--- src/rtl/pipeline_hazard_ctrl.sv ---
// Stall/flush sequencer for the 5-stage rv32i pipeline: merges memory waits, load-use and branch redirects.
// Optional perf counters are built only when HAZARD_PERF_EN is defined.
module pipeline_hazard_ctrl #(
  parameter int REG_AW = 5,
  parameter int CNT_W  = 32
) (
  input  logic              clk,
  input  logic              rst,
  input  logic              imem_read,
  input  logic              imem_resp,
  input  logic              dmem_req,
  input  logic              dmem_resp,
  input  logic [REG_AW-1:0] id_rs1_addr,
  input  logic [REG_AW-1:0] id_rs2_addr,
  input  logic              id_uses_rs1,
  input  logic              id_uses_rs2,
  input  logic [REG_AW-1:0] ex_rd,
  input  logic              ex_mem_read,
  input  logic              ex_br_taken,
  output logic              load_pc,
  output logic              load_if_id,
  output logic              load_id_ex,
  output logic              load_ex_mem,
  output logic              load_mem_wb,
  output logic              flush_if_id,
  output logic              flush_id_ex,
  output logic              stalled,
  output logic [CNT_W-1:0]  stall_cycles,
  output logic [CNT_W-1:0]  bubble_cnt,
  output logic [CNT_W-1:0]  flush_cnt
);

  typedef enum logic {ST_RUN, ST_WAIT} state_t;

  state_t state_q, state_d;
  logic   i_done_q, i_done_d;
  logic   d_done_q, d_done_d;

  logic i_ok, d_ok, mem_stall;
  logic i_hit, d_hit;
  logic rs1_hit, rs2_hit, load_use;
  logic br_sel, lu_sel;

  // A response only counts when its request is actually pending.
  assign i_hit = imem_read & imem_resp;
  assign d_hit = dmem_req & dmem_resp;

  assign i_ok      = ~imem_read | imem_resp | i_done_q;
  assign d_ok      = ~dmem_req  | dmem_resp | d_done_q;
  assign mem_stall = ~(i_ok & d_ok);

  assign rs1_hit  = id_uses_rs1 & (id_rs1_addr == ex_rd);
  assign rs2_hit  = id_uses_rs2 & (id_rs2_addr == ex_rd);
  assign load_use = ex_mem_read & (ex_rd != '0) & (rs1_hit | rs2_hit);

  assign br_sel = ~rst & ~mem_stall & ex_br_taken;
  assign lu_sel = ~rst & ~mem_stall & ~ex_br_taken & load_use;

  always_ff @(posedge clk or posedge rst) begin
    if (rst) begin
      state_q  <= ST_RUN;
      i_done_q <= 1'b0;
      d_done_q <= 1'b0;
    end else begin
      state_q  <= state_d;
      i_done_q <= i_done_d;
      d_done_q <= d_done_d;
    end
  end

  always_comb begin
    state_d  = state_q;
    i_done_d = i_done_q;
    d_done_d = d_done_q;
    case (state_q)
      ST_RUN: begin
        i_done_d = 1'b0;
        d_done_d = 1'b0;
        if (mem_stall) begin
          state_d  = ST_WAIT;
          i_done_d = i_hit;
          d_done_d = d_hit;
        end
      end
      ST_WAIT: begin
        if (mem_stall) begin
          i_done_d = i_done_q | i_hit;
          d_done_d = d_done_q | d_hit;
        end else begin
          // Release cycle: the pipeline advances now, so any request still high next cycle is new.
          state_d  = ST_RUN;
          i_done_d = 1'b0;
          d_done_d = 1'b0;
        end
      end
      default: begin
        state_d  = ST_RUN;
        i_done_d = 1'b0;
        d_done_d = 1'b0;
      end
    endcase
  end

  always_comb begin
    load_pc     = 1'b0;
    load_if_id  = 1'b0;
    load_id_ex  = 1'b0;
    load_ex_mem = 1'b0;
    load_mem_wb = 1'b0;
    flush_if_id = 1'b0;
    flush_id_ex = 1'b0;
    stalled     = 1'b0;
    if (!rst) begin
      if (mem_stall) begin
        stalled = 1'b1;
      end else if (ex_br_taken) begin
        load_pc     = 1'b1;
        load_if_id  = 1'b1;
        load_id_ex  = 1'b1;
        load_ex_mem = 1'b1;
        load_mem_wb = 1'b1;
        flush_if_id = 1'b1;
        flush_id_ex = 1'b1;
      end else if (load_use) begin
        // Hold PC and IF/ID, push a bubble into EX.
        load_id_ex  = 1'b1;
        flush_id_ex = 1'b1;
        load_ex_mem = 1'b1;
        load_mem_wb = 1'b1;
      end else begin
        load_pc     = 1'b1;
        load_if_id  = 1'b1;
        load_id_ex  = 1'b1;
        load_ex_mem = 1'b1;
        load_mem_wb = 1'b1;
      end
    end
  end

`ifdef HAZARD_PERF_EN
  logic [CNT_W-1:0] stall_q, stall_d;
  logic [CNT_W-1:0] bubble_q, bubble_d;
  logic [CNT_W-1:0] flush_q, flush_d;

  function automatic logic [CNT_W-1:0] sat_inc(input logic [CNT_W-1:0] v, input logic en);
    if (en && (v != '1)) sat_inc = v + 1'b1;
    else                 sat_inc = v;
  endfunction

  always_comb begin
    stall_d  = sat_inc(stall_q, stalled);
    bubble_d = sat_inc(bubble_q, lu_sel);
    flush_d  = sat_inc(flush_q, br_sel);
  end

  always_ff @(posedge clk or posedge rst) begin
    if (rst) begin
      stall_q  <= '0;
      bubble_q <= '0;
      flush_q  <= '0;
    end else begin
      stall_q  <= stall_d;
      bubble_q <= bubble_d;
      flush_q  <= flush_d;
    end
  end

  assign stall_cycles = stall_q;
  assign bubble_cnt   = bubble_q;
  assign flush_cnt    = flush_q;
`else
  logic unused_sel;
  assign unused_sel   = br_sel ^ lu_sel;
  assign stall_cycles = '0;
  assign bubble_cnt   = '0;
  assign flush_cnt    = '0;
`endif

endmodule

--- config.mk ---
export PLATFORM = sky130hd
export DESIGN_NAME = pipeline_hazard_ctrl
export DESIGN_NICKNAME = d
export VERILOG_FILES = /design/src/rtl/pipeline_hazard_ctrl.sv
export SDC_FILE = /design/constraint.sdc
export NUM_CORES = 1
export LEC_CHECK = 0
export BUFFER_PORTS_ARGS = -buffer_cell sky130_fd_sc_hd__buf_2
export CAP_MARGIN = 20
export CORE_ASPECT_RATIO = 2
export CORE_UTILIZATION = 30
export CTS_CLUSTER_SIZE = 10
export DETAILED_ROUTE_END_ITERATION = 10
export PLACE_DENSITY = 0.78
export SYNTH_ARGS = -nofsm -noshare
export SYNTH_HDL_FRONTEND = slang
export SYNTH_SLANG_ARGS = --single-unit
export TNS_END_PERCENT = 10
--- constraint.sdc ---
create_clock -name clk -period 1.1 [get_ports clk]
set_input_delay 0.055 -clock clk [delete_from_list [all_inputs] [get_ports clk]]
set_output_delay 0.055 -clock clk [all_outputs]
set_load 0.01 [all_outputs]
==> impl_metrics.yaml <==
pwr:
  power_density_nw_per_um2: 790
  vdd_drop_max_mv: 0.342
  leakagePower_uw: 0.000663
worst_hold_path:
  hp-class: "primary input to flip-flop"
status:
  status: "finished with violations"
  violations: "DRC, setup timing"
setup_path:
  cp_data_required_time_ns: 1.04
  path_cells: "nor3b_4 > nor2_1 > buf_4 > nor2_2 > buf_2"
  cp-start-kind: "flip-flop"
  slowest_stage: "dfrtp_1"
  critical_path_class: "flip-flop to output port"
  cp_max_fo: 2
  slowest_delay_ns: 0.39
  arrival_ns: 1.29
  worst_setup_path_end_kind: "output port"
placement:
  placed_cells: 198
  gp_congestion: 0.802
  port_buffers: 32
  dpl_worst_slack_ns: -0.313
  hpwlAfterDp_mm: 1.37
  dpl-instance-area_um2: 911
layout:
  regArea_um2: 75.1
  syn_to_final_growth_pct: 4.90
  n_antenna_cell: 0
  final_nets: 200
  multi_input_area_um2: 668
  postLayoutCoreUtil: 0.328
  layout.cells.non_filler: 206
  design_area_um2: 1100
  fill_cells: 355
  layout-drive-gt1-share: 0.316
routing:
  met1_length_um: 384
  met3_length_um: 242
  viasPerCell: 3.34
  final_antenna_net_count: 0
  drc: 9
  wl_met2_um: 992
  wl_mm: 1.64
  wl_per_cell_um: 7.97
  highest_layer: "met4"
  vias: 688
  drtIter0Drc: 32
  dr.pass1.iters: 7
timing:
  setup_slack_ns: -0.243
  finalCritPeriodShare: 1.22
  setup-tns-final_ns: -1.85
  rsz0062_at_grt: "true"
  slew_viol_final: 0
  finalSetupViolations: 10
  fmax_mhz: 745
  finClkSkew_ns: 0.000738
  fin_crit_ns: 1.34
  final-hold-violation-count: 0
synth:
  synth_common_cells: "buf_4 (99), xor2_1 (8), nor2_1 (4), dfrtp_1 (3), inv_1 (3)"
  yosysTopAreaCell: "buf_4"
  synth_top_area_share: 0.711
  ys_seq_area_frac: 0.0718
  synth_edf_count: 0
  ys_types: 19
  yosysWarnings: 0
  yosysMostFrequentCell: "buf_4"
  synth_area_um2: 1050
  synthTopCellsByArea: "buf_4 (71%), dfrtp_1 (7.2%), xor2_1 (6.7%)"
  avgSynthCellArea_um2: 7.81
  synth_flop_cell: "dfrtp_1"
  ys_async_sr_fraction: 1.00
  syn_inst: 134
  synth-seq-cells: 3
global_route:
  grt_use_total: 0.0781
  grt_pass1_vias: 484
  globalRouteOverflowTotal: 0
  grt_pass1_wl_mm: 2.01
  grt_antenna_before_repair: 0
  grt_max_degree: 5
clocking:
  cts_max_path_buffers: 2
  cts_htree_levels: 1
  root_buffer: "clkbuf_8"
  clock_sinks: 3
  clk_latency_ns: 0.22
  cts_tree: "built"
  clk_pin_slew_ns: 0.03
  cts_made_buffers: 3
die:
  dieWidth_um: 43.8
  fp.dieArea_um2: 3740
  start_util: 0.313
  core_um2: 3340
  ioPinCount: 129
  die_h_um: 85.5
  rows: 30
flow_run:
  max_cap_viol_count: 0
==> path summary, 6_finish.rpt <==
path	slack, ns	start	end	cells past startpoint
max	-0.24	i_done_q	stalled	5
min	0.15	imem_read	i_done_q	3
max reg2reg	-0.16	i_done_q	i_done_q	6
min reg2reg	0.55	state_q	i_done_q	2
max in group asynchronous	0.65	rst	d_done_q	3
min in group asynchronous	0.32	rst	state_q	3
==> flip-flops by register name, indices dropped and copies added, names as in the netlist <==
signal and flops:
d_done_q 1, i_done_q 1, state_q 1
==> critical path, delay by kind of cell, from the launching register on <==
kind	cells	cell delay [ns]
buffers and inverters	2	0.26
AND/OR/NAND/NOR	3	0.40
flip-flops	1	0.39
==> area by class of cell <==
type                       count  share of cell area
multi-input combinational    124               0.609
clock buffer                   4              0.0410
timing repair buffer          40               0.235
sequential                     3              0.0684
inverter                       3              0.0103
tap                           32              0.0365
==> cell families after synthesis <==
family / Yosys count / synth area share
and+or+nand+nor: 12 / 0.0682
other: 1 / 0.00359
buffers and inverters: 102 / 0.721
xor gates and xnor gates: 10 / 0.0837
DFF: 3 / 0.0718
AOI/OAI and AO/OA: 6 / 0.0514
==> stage by stage <==
step | power, uW | hold slack [ns]
2_1_floorplan | 613 | -0.191
3_3_place_gp | 450 | -0.0173
3_5_place_dp | 456 | -0.0143
4_1_cts | 827 | 0.134
5_1_grt | 927 | 0.171
6_report | 867 | 0.154
==> placed cells by master, fill, tap and decap left out, drive strengths merged <==
| cell type | instances |
|---|---|
| dlygate4sd3 | 1 |
| or4 | 1 |
| o31a | 1 |
| nor2 | 4 |
| buf | 39 |
| nor3b | 2 |
| dfrtp | 3 |
| a22oi | 2 |
| xnor2 | 2 |
| xor2 | 8 |
| clkbuf | 4 |
| nand2 | 1 |
| inv | 3 |
| nor4 | 2 |
| and2 | 1 |
| o41ai | 1 |
| o21ai | 1 |
| conb | 96 |
| a32oi | 1 |
| nor3 | 1 |
==> layer usage <==
layer  vias up  global-route usage
met2        86               0.157
met3         2              0.0253
met5         -                   0
met4         0              0.0511
met1       295              0.0540
li1        305                   -
==> power by group <==
| part | leakage (uW) | total (uW) | switching, uW | internal (uW) |
|---|---|---|---|---|
| clock | 0.0000228 | 327 | 79.2 | 248 |
| sequential | 0.0000392 | 125 | 6.11 | 118 |
| combinational | 0.000601 | 415 | 276 | 139 |
==> what timing repair did <==
item                                   4_1_cts  5_1_grt
endpoints found under the hold margin        3        0
setup endpoints to repair                    9       10
hold buffers                                 1        0
gates resized for setup                      8       12
setup buffers                                2        1
pin swaps                                    7       11
Power figures use the tool's default switching activity.
